--- src/rtl/inst_fetch_buf_if.sv ---
// inst_bus: fetch-stage request/response bundle between the pipeline and the fetch buffer
interface inst_bus;
  logic [63:0] addr;
  logic        en;
  logic        ready;
  logic        fence_i;
  logic        valid;
  logic [31:0] rdata;
  logic        acc_err;
  modport slave  (input addr, en, ready, fence_i, output valid, rdata, acc_err);
  modport master (output addr, en, ready, fence_i, input valid, rdata, acc_err);
endinterface

--- src/rtl/inst_fetch_buf.sv ---
// inst_fetch_buf: one-line (8-byte) instruction buffer that serves fetches and refills from memory on a miss
module inst_fetch_buf (
  input  logic          clock,
  input  logic          reset,
  inst_bus.slave        i_bus,
  output logic          mem_req,
  output logic [63:0]   mem_addr,
  input  logic          mem_gnt,
  input  logic          mem_rvalid,
  input  logic [63:0]   mem_rdata,
  input  logic          mem_err
);
  typedef enum logic [1:0] {IDLE, REQ, WAIT} state_t;
  state_t      state, state_n;
  logic        p_vld;
  logic [63:0] p_addr;
  logic        buf_vld;
  logic [60:0] buf_tag;
  logic [63:0] buf_data;
  logic        buf_err;
  logic        hit, accept, fill, miss;
  assign hit           = p_vld && buf_vld && buf_tag == p_addr[63:3];
  assign i_bus.valid   = hit && state == IDLE;
  assign i_bus.rdata   = p_addr[2] ? buf_data[63:32] : buf_data[31:0];
  assign i_bus.acc_err = i_bus.valid && buf_err;
  assign accept        = i_bus.ready && (!p_vld || i_bus.valid);
  assign fill          = state == WAIT && mem_rvalid;
  assign miss          = state == IDLE && p_vld && !hit;
  assign mem_req       = state == REQ;
  // pending fetch address advances only when the fetch stage accepts
  always_ff @(posedge clock) begin
    if (reset) begin
      p_vld  <= 1'b0;
      p_addr <= '0;
    end else if (accept) begin
      p_vld  <= i_bus.en;
      p_addr <= i_bus.addr;
    end
  end
  // line buffer: refill on response, drop on fence or after handing out a faulting line
  always_ff @(posedge clock) begin
    if (reset) begin
      buf_vld  <= 1'b0;
      buf_tag  <= '0;
      buf_data <= '0;
      buf_err  <= 1'b0;
    end else if (fill) begin
      buf_vld  <= 1'b1;
      buf_tag  <= p_addr[63:3];
      buf_data <= mem_rdata;
      buf_err  <= mem_err;
    end else if (accept && (i_bus.fence_i || (i_bus.valid && buf_err))) begin
      buf_vld  <= 1'b0;
    end
  end
  // line address is latched when a miss launches and held afterwards
  always_ff @(posedge clock) begin
    if (reset) mem_addr <= '0;
    else if (miss) mem_addr <= {p_addr[63:3], 3'b000};
  end
  // state register
  always_ff @(posedge clock) begin
    if (reset) state <= IDLE;
    else state <= state_n;
  end
  // next-state: miss -> request -> wait for the single response beat
  always_comb begin
    state_n = state;
    case (state)
      IDLE:    state_n = miss ? REQ : IDLE;
      REQ:     state_n = mem_gnt ? WAIT : REQ;
      WAIT:    state_n = mem_rvalid ? IDLE : WAIT;
      default: state_n = IDLE;
    endcase
  end
endmodule

--- src/flat_wrapper.sv ---
// flat-port wrapper written by rule: the top's interface ports become plain ports
module inst_fetch_buf_flat 
  (clock, reset, mem_req, mem_addr, mem_gnt, mem_rvalid, mem_rdata, mem_err, i_bus_addr, i_bus_en, i_bus_ready, i_bus_fence_i, i_bus_valid, i_bus_rdata, i_bus_acc_err);
  inst_bus i_bus_i ();
  input  logic clock;
  input  logic reset;
  output logic mem_req;
  output logic [63:0] mem_addr;
  input  logic mem_gnt;
  input  logic mem_rvalid;
  input  logic [63:0] mem_rdata;
  input  logic mem_err;
  input wire logic [$bits(i_bus_i.addr)-1:0] i_bus_addr;
  input wire logic [$bits(i_bus_i.en)-1:0] i_bus_en;
  input wire logic [$bits(i_bus_i.ready)-1:0] i_bus_ready;
  input wire logic [$bits(i_bus_i.fence_i)-1:0] i_bus_fence_i;
  output wire logic [$bits(i_bus_i.valid)-1:0] i_bus_valid;
  output wire logic [$bits(i_bus_i.rdata)-1:0] i_bus_rdata;
  output wire logic [$bits(i_bus_i.acc_err)-1:0] i_bus_acc_err;
  assign i_bus_i.addr = i_bus_addr;
  assign i_bus_i.en = i_bus_en;
  assign i_bus_i.ready = i_bus_ready;
  assign i_bus_i.fence_i = i_bus_fence_i;
  assign i_bus_valid = i_bus_i.valid;
  assign i_bus_rdata = i_bus_i.rdata;
  assign i_bus_acc_err = i_bus_i.acc_err;
  inst_fetch_buf u_core (.clock(clock), .reset(reset), .i_bus(i_bus_i), .mem_req(mem_req), .mem_addr(mem_addr), .mem_gnt(mem_gnt), .mem_rvalid(mem_rvalid), .mem_rdata(mem_rdata), .mem_err(mem_err));
endmodule
--- config.mk ---
export PLATFORM = sky130hd
export DESIGN_NAME = inst_fetch_buf_flat
export DESIGN_NICKNAME = d
export VERILOG_FILES = /design/src/rtl/inst_fetch_buf_if.sv /design/src/rtl/inst_fetch_buf.sv /design/src/flat_wrapper.sv
export SDC_FILE = /design/constraint.sdc
export NUM_CORES = 1
export LEC_CHECK = 0
export CAP_MARGIN = 15
export CORE_UTILIZATION = 35
export CTS_BUF_LIST = sky130_fd_sc_hd__clkbuf_8
export CTS_CLUSTER_SIZE = 8
export DETAILED_ROUTE_END_ITERATION = 16
export SLEW_MARGIN = 25
export SYNTH_ARGS = -nofsm -noshare
export SYNTH_HDL_FRONTEND = slang
export SYNTH_SLANG_ARGS = --single-unit
--- constraint.sdc ---
create_clock -name clock -period 5.7 [get_ports clock]
set_input_delay 1.14 -clock clock [delete_from_list [all_inputs] [get_ports clock]]
set_output_delay 1.14 -clock clock [all_outputs]
set_load 0.02 [all_outputs]
==> results of run 1 <==
[Yosys cell counts, types with 2 or more instances]
master | instances | area [µm²]
nor3_2 | 2 | 20.0
dfxtp_1 | 253 | 5060
a21oi_1 | 131 | 656
nor2_1 | 129 | 484
buf_4 | 4 | 30.0
nor3_1 | 2 | 10.0
o22ai_1 | 2 | 12.5
nor2b_1 | 15 | 93.8
a2111oi_0 | 2 | 17.5
nand2b_1 | 4 | 25.0
xnor2_1 | 3 | 26.3
and2_1 | 2 | 12.5
inv_1 | 11 | 41.3
buf_6 | 13 | 146
nand2_1 | 259 | 972
xor2_1 | 44 | 385
mux2_2 | 32 | 360
buf_1 | 2 | 7.51
clkbuf_1 | 57 | 214
nor4_1 | 20 | 125
mux2i_1 | 123 | 1230
a41oi_1 | 2 | 17.5
and3_1 | 2 | 12.5
nand4_1 | 6 | 37.5
[cell usage in the layout, fill, tap and decap left out, drive strengths merged, types with 2 or more instances in the layout]
| cell type | count |
|---|---|
| nand2 | 259 |
| dfxtp | 253 |
| clkdlybuf4s50 | 228 |
| a21oi | 131 |
| nor2 | 129 |
| mux2i | 123 |
| clkbuf | 52 |
| xor2 | 44 |
| mux2 | 32 |
| inv | 27 |
| nor4 | 20 |
| nor2b | 15 |
| buf | 14 |
| nand4 | 6 |
| nand2b | 4 |
| clkinv | 4 |
| nor3 | 4 |
| xnor2 | 3 |
| conb | 3 |
| diode | 2 |
| o22ai | 2 |
| and3 | 2 |
| and2 | 2 |
| a2111oi | 2 |
| or4 | 2 |
| a41oi | 2 |
[flip-flops by register name (all words and copies together) (netlist names)]
| name | flops |
|---|---|
| u_core.buf_vld | 1 |
| u_core.p_vld | 1 |
| u_core.buf_err | 1 |
| u_core.p_addr | 62 |
| u_core.buf_tag | 61 |
| u_core.buf_data | 64 |
| u_core.mem_addr | 61 |
| u_core.state | 2 |
[where the power goes]
part,internal [W],total (W),switching [W]
sequential,0.00182,0.00187,0.0000553
clock,0.000826,0.00156,0.000733
combinational,0.000201,0.000384,0.000183
[worst paths after layout]
path,start,end,slack [ns]
worst min-delay path,u_core.buf_data[20],u_core.buf_data[20],0.45
worst min register to register,u_core.buf_data[20],u_core.buf_data[20],0.45
worst max-delay path,u_core.p_addr[60],i_bus_acc_err,1.10
worst max register to register,u_core.p_addr[60],u_core.mem_addr[27],2.72
[worst max-delay path, delay by kind of cell, from the launching register on]
family                 cells  cell delay [ns]
buffers and inverters      1             0.59
flip-flops                 1             0.34
XOR/XNOR                   1             0.21
AND/OR/NAND/NOR            5             1.75
[metal layers]
metal  vias up  track usage, %
met2       202            27.2
met3        45            3.66
met1      3856            25.4
met4         0            6.46
met5         -               0
li1       4194               -
[cell families after synthesis]
kind of cell / synth area share [%]
simple gates: 18.2
buf+inv: 4.37
compound gates: 7.56
other cells: 0.0370
mux: 15.7
flops: 50.0
xor+xnor: 4.06
[through the flow]
step	power (W)	util, %	hold slack, ns	setup slack, ns	cells
CTS	0.00387	48.0	0.454	1.16	1754
global placement	0.00229	45.1	0.439	1.79	1682
finish	0.00381	48.0	0.452	1.10	1757
global route	0.00399	48.0	0.467	1.06	1757
detailed placement	0.00229	45.1	0.446	1.77	1682
floorplan	0.00211	-	0.433	2.66	1139
[final cells by class]
class	count	area (µm²)
multi-input cells	798	4670
well taps	378	473
inverters	12	45.0
diodes	2	5.00
repair buffers	242	2410
clock buffers	52	716
clock inverters	20	98.8
flip-flops and latches	253	5070
fillers	2704	14600
==> flow_metrics.py, run 1 <==
metrics = {
    "placed_design": {
        "io_buffer_count": 229,
        "post-dp-hpwl_um": 18400,
        "placed_area_um2": 12700,
        "gp_congestion": 0.875,
    },
    "floorplanning": {
        "start_util_pct": 36.1,
        "io_pins": 235,
        "fp.dieW_um": 172,
        "core_um2": 28100,
        "fp.dieH_um": 172,
        "die_area_um2": 29600,
        "rows": 61,
    },
    "routing": {
        "top_layer": "met4",
        "vias": 8297,
        "wl_um": 27300,
        "via_per_inst": 4.72,
        "wl_met2_um": 12200,
        "met1_length_um": 13000,
        "firstDrtPassIters": 4,
        "ant_nets": 0,
        "drc": 0,
        "wl_met3_um": 1490,
        "wire_per_inst_um": 15.6,
        "drtIter0Drc": 459,
    },
    "setup_path": {
        "crit_top_cell": "nor4_1",
        "start_kind": "flop",
        "required_ns": 4.56,
        "crit_fanout": 4,
        "cp_slowest_cell": "nor4_1",
        "cp_slowest_stage_delay_ns": 0.67,
        "arrival_ns": 3.46,
        "crit_path_cell_trace": "xor2_1, nor4_1, nand2_1, nor4_1, and3_1, and2_1, clkdlybuf4s50_1",
        "endpoint_kind": "output port",
        "criticalPathCategory": "reg -> out",
        "reg2reg_depth": 8,
    },
    "synth": {
        "synth_edf_count": 0,
        "ys_types": 41,
        "syn_area_um2": 10100,
        "synth-main-ff-cell": "dfxtp_1",
        "synth_seq_cells": 253,
        "synth_cells": 1137,
        "synth_warnings": 0,
        "synth.yosys.seq_area_share_pct": 50.0,
        "syn_avg_cell_area_um2": 8.91,
        "async_flop_share_pct": 0,
    },
    "global_route": {
        "grt_pass1_vias": 7615,
        "overflow": 0,
        "antenna_found_initial": 2,
        "grt_usage_pct": 18.1,
        "grt_pass1_wl_um": 41700,
        "grt_max_degree": 161,
    },
    "power_and_ir_drop": {
        "powerDensity_nw_per_um2": 283,
        "irDropWorstVdd_v": 0.000129,
        "cellLeakagePower_nw": 5.25,
    },
    "clock_tree": {
        "clk_latency_ns": 0.56,
        "cts_setup_buffers": 0,
        "htree_levels": 2,
        "cts_made_buffers": 43,
        "cts_hold_buf": 0,
        "clock-sinks": 253,
        "clk_pin_slew_ns": 0.06,
        "cts_root_buf": "clkbuf_8",
        "clockBufferDepth": 3,
        "cts_resized": 0,
        "tritoncts": "yes",
    },
    "hold_path": {
        "hp-class": "reg -> reg",
        "whs_path_depth": 2,
    },
    "timing": {
        "worstMarginPinSlew_ns": 1.02,
        "slew_viol_final": 0,
        "period_share_pct": 80.7,
        "max_freq_ghz": 0.217,
        "finalSetupTns_ns": 0,
        "finClkSkew_ns": 0.0192,
        "setup_viol": 0,
        "hold_violations": 0,
        "fin_crit_ns": 4.60,
        "rsz0062_at_grt": "no",
        "slew_headroom_pct": 32.2,
    },
    "run": {
        "maxCapViolations": 0,
    },
    "layout": {
        "layout.nets": 1486,
        "area_delta_synth_final_pct": 33.2,
        "drive_gt1_share_pct": 8.28,
        "post-route-cell-area_um2": 13500,
    },
    "run_status": {
        "run_status": "finished, final reports clean",
    },
}
No activity file was read; power rests on OpenSTA's default activity.
==> run 2, diff against run 1 <==
- clock period: 5.7 -> 3.9 ns (I/O delays scaled with it)
==> flow_metrics.py, run 2 (synthesis gave the netlist of run 1 again) <==
metrics = {
    "clock_tree": {
        "clk_pin_slew_ns": 0.06,
        "clockBufferDepth": 3,
        "cts_root_buf": "clkbuf_8",
        "clock-sinks": 253,
        "cts_made_buffers": 44,
        "clk_latency_ns": 0.55,
        "tritoncts": "yes",
        "cts_setup_buffers": 0,
        "htree_levels": 2,
    },
    "routing": {
        "ant_nets": 0,
        "via_per_inst": 4.75,
        "wire_per_inst_um": 15.6,
        "vias": 8363,
        "drtIter0Drc": 603,
        "firstDrtPassIters": 5,
        "drc": 0,
        "wl_um": 27400,
    },
    "timing": {
        "finClkSkew_ns": 0.0227,
        "period_share_pct": 88.8,
        "hold_violations": 0,
        "max_freq_ghz": 0.289,
        "slew_viol_final": 0,
        "finalWorstSetupSlack_ns": 0.438,
        "slew_headroom_pct": 48.7,
        "finalSetupTns_ns": 0,
        "setup_viol": 0,
        "fin_crit_ns": 3.46,
        "worstMarginPinSlew_ns": 0.769,
        "hold_ws_ns": 0.451,
        "rsz0062_at_grt": "no",
    },
    "setup_path": {
        "start_kind": "flop",
        "arrival_ns": 2.68,
        "crit_fanout": 5,
        "endpoint_kind": "output port",
        "cp_slowest_cell": "or4_4",
        "crit_start": "u_core.p_addr[28]",
        "required_ns": 3.12,
        "timing.rr.start": "u_core.p_addr[20]",
        "criticalPathCategory": "reg -> out",
        "cp_slowest_stage_delay_ns": 0.59,
        "crit_path_cell_trace": "nand2b_1, o221ai_1, or4_4, nor3_4, and3_2, and2_1, dlymetal6s2s_1",
    },
    "placed_design": {
        "post-dp-hpwl_um": 18400,
        "io_buffer_count": 229,
        "gp_congestion": 0.889,
        "placed_cells": 1685,
        "dpl_worst_slack_ns": 0.518,
    },
    "floorplanning": {
        "core_um2": 28100,
        "start_util_pct": 36.1,
        "fp.dieH_um": 172,
        "fp.dieW_um": 172,
        "io_pins": 235,
        "rows": 61,
        "die_area_um2": 29600,
    },
    "global_route": {
        "grt_max_degree": 95,
        "grt_pass1_wl_um": 41500,
        "grt_usage_pct": 18.0,
        "overflow": 0,
        "antenna_found_initial": 0,
        "grt_pass1_vias": 7570,
    },
    "power_and_ir_drop": {
        "cellLeakagePower_nw": 5.34,
        "irDropWorstVdd_v": 0.000271,
        "powerDensity_nw_per_um2": 417,
    },
    "hold_path": {
        "hp-start": "u_core.buf_data[21]",
        "hp-class": "reg -> reg",
    },
    "layout": {
        "n_antenna_cell": 0,
        "layout.nets": 1489,
        "regMostFlops": "u_core.buf_data",
        "drive_gt1_share_pct": 8.68,
        "mostFrequentLayoutCells": "259 x nand2_1, 253 x dfxtp_1, 226 x clkdlybuf4s50_1, 131 x a21oi_1, 128 x nor2_1",
        "area_delta_synth_final_pct": 34.1,
        "n_fill_cell": 2773,
        "layout_commonest_cell": "nand2_1",
        "fin_cells": 1760,
        "reg_top3": "u_core.buf_data x64, u_core.p_addr x62",
        "largest_reg_flops": 64,
    },
    "run_status": {
        "run_status": "finished, final reports clean",
    },
    "run": {
        "maxCapViolations": 0,
    },
}
[run 2: power by group]
group,switching (W),internal [W],leakage (nW)
logic,0.000276,0.000296,2.79
clock network,0.00106,0.00131,0.491
registers,0.0000740,0.00265,2.05
total,0.00141,0.00426,5.34
[run 2: cell type report]
class / instances / area [µm²] / share of cell area (%)
sequential: 253 / 5060 / 37.3
multi-input combinational: 798 / 4690 / 34.5
timing repair buffer: 244 / 2450 / 18.0
clock buffer: 54 / 743 / 5.47
tap: 378 / 473 / 3.48
clock inverter: 21 / 119 / 0.875
inverter: 12 / 45.0 / 0.332
[run 2: critical path: cells and delay by family, from the launching register on]
kind / cells / cell delay, ns
and+or+nand+nor: 5 / 1.43
DFF: 1 / 0.38
buffers and inverters: 1 / 0.22
AOI/OAI and AO/OA: 1 / 0.11
[run 2: per-stage QoR]
stage	cell area [µm²]	utilization, %	total power (W)
6_report	13600	48.4	0.00567
3_3_place_gp	12700	45.2	0.00335
4_1_cts	13600	48.3	0.00575
5_1_grt	13600	48.4	0.00592
3_5_place_dp	12700	45.2	0.00335
2_1_floorplan	10100	-	0.00309
[run 2: timing repair]
action	4_1_cts	5_1_grt
hold buffers	0	0
hold endpoints to repair	0	0
resized for setup	3	2
endpoints found under the setup margin	1	2
[run 2: final timing paths]
check                                      endpoint  slack [ns]  cells past startpoint
worst min register to register  u_core.buf_data[21]        0.45                      2
worst min-delay path            u_core.buf_data[21]        0.45                      2
worst max-delay path                  i_bus_acc_err        0.44                      7
worst max register to register    u_core.p_addr[43]        1.09                      8
[run 2: per-layer routing]
layer / vias to the layer above / track usage (%) / wire length (µm)
met4: 0 / 6.81 / 731
met3: 56 / 3.78 / 1480
met5: - / 0 / 0
met2: 214 / 26.6 / 11900
li1: 4214 / - / -
met1: 3879 / 25.5 / 13200
==> run 3, diff against run 2 <==
- CORE_UTILIZATION: 35 -> 47
- CTS_CLUSTER_DIAMETER: unset -> 40
- PLACE_DENSITY: unset -> 0.79
==> flow_metrics.py, run 3 (synthesis gave the netlist of run 1 again) <==
metrics = {
    "timing": {
        "slew_headroom_pct": 42.3,
        "finClkSkew_ns": 0.0159,
        "fin_crit_ns": 3.70,
        "finalSetupTns_ns": 0,
        "worstMarginPinSlew_ns": 0.865,
        "max_freq_ghz": 0.271,
        "rsz0062_at_grt": "no",
        "setup_viol": 0,
        "period_share_pct": 94.8,
        "hold_ws_ns": 0.452,
        "slew_viol_final": 0,
        "hold_violations": 0,
    },
    "power_and_ir_drop": {
        "total_power_w": 0.00542,
        "powerDensity_nw_per_um2": 409,
        "irDropWorstVdd_v": 0.000246,
        "cellLeakagePower_nw": 5.17,
    },
    "routing": {
        "ant_nets": 0,
        "drc": 0,
        "wl_um": 25800,
        "firstDrtPassIters": 5,
        "wire_per_inst_um": 15.8,
        "drtIter0Drc": 553,
        "vias": 8376,
        "via_per_inst": 5.14,
    },
    "global_route": {
        "grt_usage_pct": 22.9,
        "antenna_found_initial": 1,
        "grt_pass1_wl_um": 40600,
        "grt_pass1_vias": 8043,
        "overflow": 0,
        "grt_max_degree": 113,
    },
    "layout": {
        "largest_reg_flops": 64,
        "drive_gt1_share_pct": 7.68,
        "fin_cells": 1631,
        "reg_top3": "u_core.buf_data x64, u_core.p_addr x62",
        "regMostFlops": "u_core.buf_data",
        "area_delta_synth_final_pct": 31.0,
        "layout_commonest_cell": "nand2_1",
        "layout.nets": 1483,
        "mostFrequentLayoutCells": "259 x nand2_1, 253 x dfxtp_1, 227 x clkdlybuf4s50_1, 131 x a21oi_1, 128 x nor2_1",
        "final_util_pct": 62.9,
        "n_fill_cell": 1798,
    },
    "clock_tree": {
        "clockBufferDepth": 3,
        "cts_root_buf": "clkbuf_8",
        "clk_pin_slew_ns": 0.06,
        "cts_setup_buffers": 0,
        "tritoncts": "yes",
        "clk_latency_ns": 0.53,
        "cts_made_buffers": 39,
        "cts_resized": 1,
        "htree_levels": 2,
        "clock-sinks": 253,
        "cts_hold_buf": 0,
    },
    "floorplanning": {
        "io_pins": 235,
        "core_um2": 21100,
        "fp.dieW_um": 149,
        "rows": 53,
        "die_area_um2": 22100,
        "start_util_pct": 48.0,
        "fp.dieH_um": 149,
    },
    "setup_path": {
        "timing.rr.start": "u_core.p_addr[25]",
        "r2r_setup_slack_ns": 1.06,
        "required_ns": 3.12,
        "criticalPathCategory": "reg -> out",
        "endpoint_kind": "output port",
        "start_kind": "flop",
        "crit_fanout": 4,
        "reg2reg_to": "u_core.p_addr[55]",
        "arrival_ns": 2.92,
        "reg2reg_depth": 8,
    },
    "hold_path": {
        "hp-class": "reg -> reg",
        "hold-path-endpoint": "u_core.buf_data[26]",
        "hp-start": "u_core.buf_data[26]",
        "whs_path_depth": 2,
    },
    "placed_design": {
        "io_buffer_count": 229,
        "gp_congestion": 0.941,
        "placed_cells": 1581,
        "post-dp-hpwl_um": 17300,
    },
    "run": {
        "maxCapViolations": 0,
    },
    "run_status": {
        "run_status": "finished, final reports clean",
    },
}
run 3: cell types whose count changed in the layout (fill, tap and decap cells not counted):
cell / delta
diode_2: +1
clkinvlp_4: +1
clkdlybuf4s50_1: +1
buf_12: -1
dlymetal6s2s_1: -1
bufinv_16: +3
inv_1: -10
buf_6: +1
nor4_1: -1
clkbuf_8: -16
clkinv_2: -5
nor4_2: +1
run 3: stage by stage:
step	cell area, µm²	setup slack [ns]
floorplan	10100	1.22
global placement	12500	0.573
detailed placement	12500	0.537
CTS	13200	0.0198
global route	13300	0.0874
finish	13300	0.204
run 3: worst max-delay path by stage:
stage,startpoint,slack (ns),cells past startpoint,endpoint
floorplan,u_core.p_addr[28],1.22,6,i_bus_acc_err
global placement,u_core.p_addr[28],0.57,7,i_bus_acc_err
detailed placement,u_core.p_addr[28],0.54,7,i_bus_acc_err
CTS,u_core.p_addr[48],0.02,7,i_bus_acc_err
global route,u_core.p_addr[7],0.09,5,i_bus_valid
finish,u_core.p_addr[62],0.20,6,i_bus_valid
run 3: layer usage:
| metal | vias to the layer above | GRT usage (%) | routed length (µm) |
|---|---|---|---|
| met1 | 3903 | 30.6 | 11600 |
| met3 | 60 | 4.68 | 1620 |
| li1 | 4167 | - | - |
| met2 | 246 | 35.6 | 11800 |
| met4 | 0 | 10.2 | 812 |
| met5 | - | 0 | 0 |
run 3: critical path, cell delays in order, from the launching register on:
cell and delay (ns):
dfxtp_1 0.34, xor2_1 0.20, nor4_1 0.45, nand4_1 0.21, nor3_4 0.29, and3_2 0.28, clkdlybuf4s50_1 0.62
run 3: final cells by class:
cell class | count | area [µm²] | share of cell area (%)
multi-input combinational | 798 | 4690 | 35.4
sequential | 253 | 5060 | 38.2
clock inverter | 10 | 154 | 1.16
timing repair buffer | 243 | 2430 | 18.3
tap | 275 | 344 | 2.59
clock buffer | 39 | 537 | 4.05
antenna | 1 | 2.50 | 0.0189
inverter | 12 | 45.0 | 0.340
run 3: power breakdown:
| group | leakage [nW] | switching (W) | internal [W] | total [W] |
|---|---|---|---|---|
| Sequential | 2.05 | 0.0000726 | 0.00265 | 0.00273 |
| Clock | 0.353 | 0.000960 | 0.00117 | 0.00213 |
| Combinational | 2.76 | 0.000271 | 0.000295 | 0.000566 |
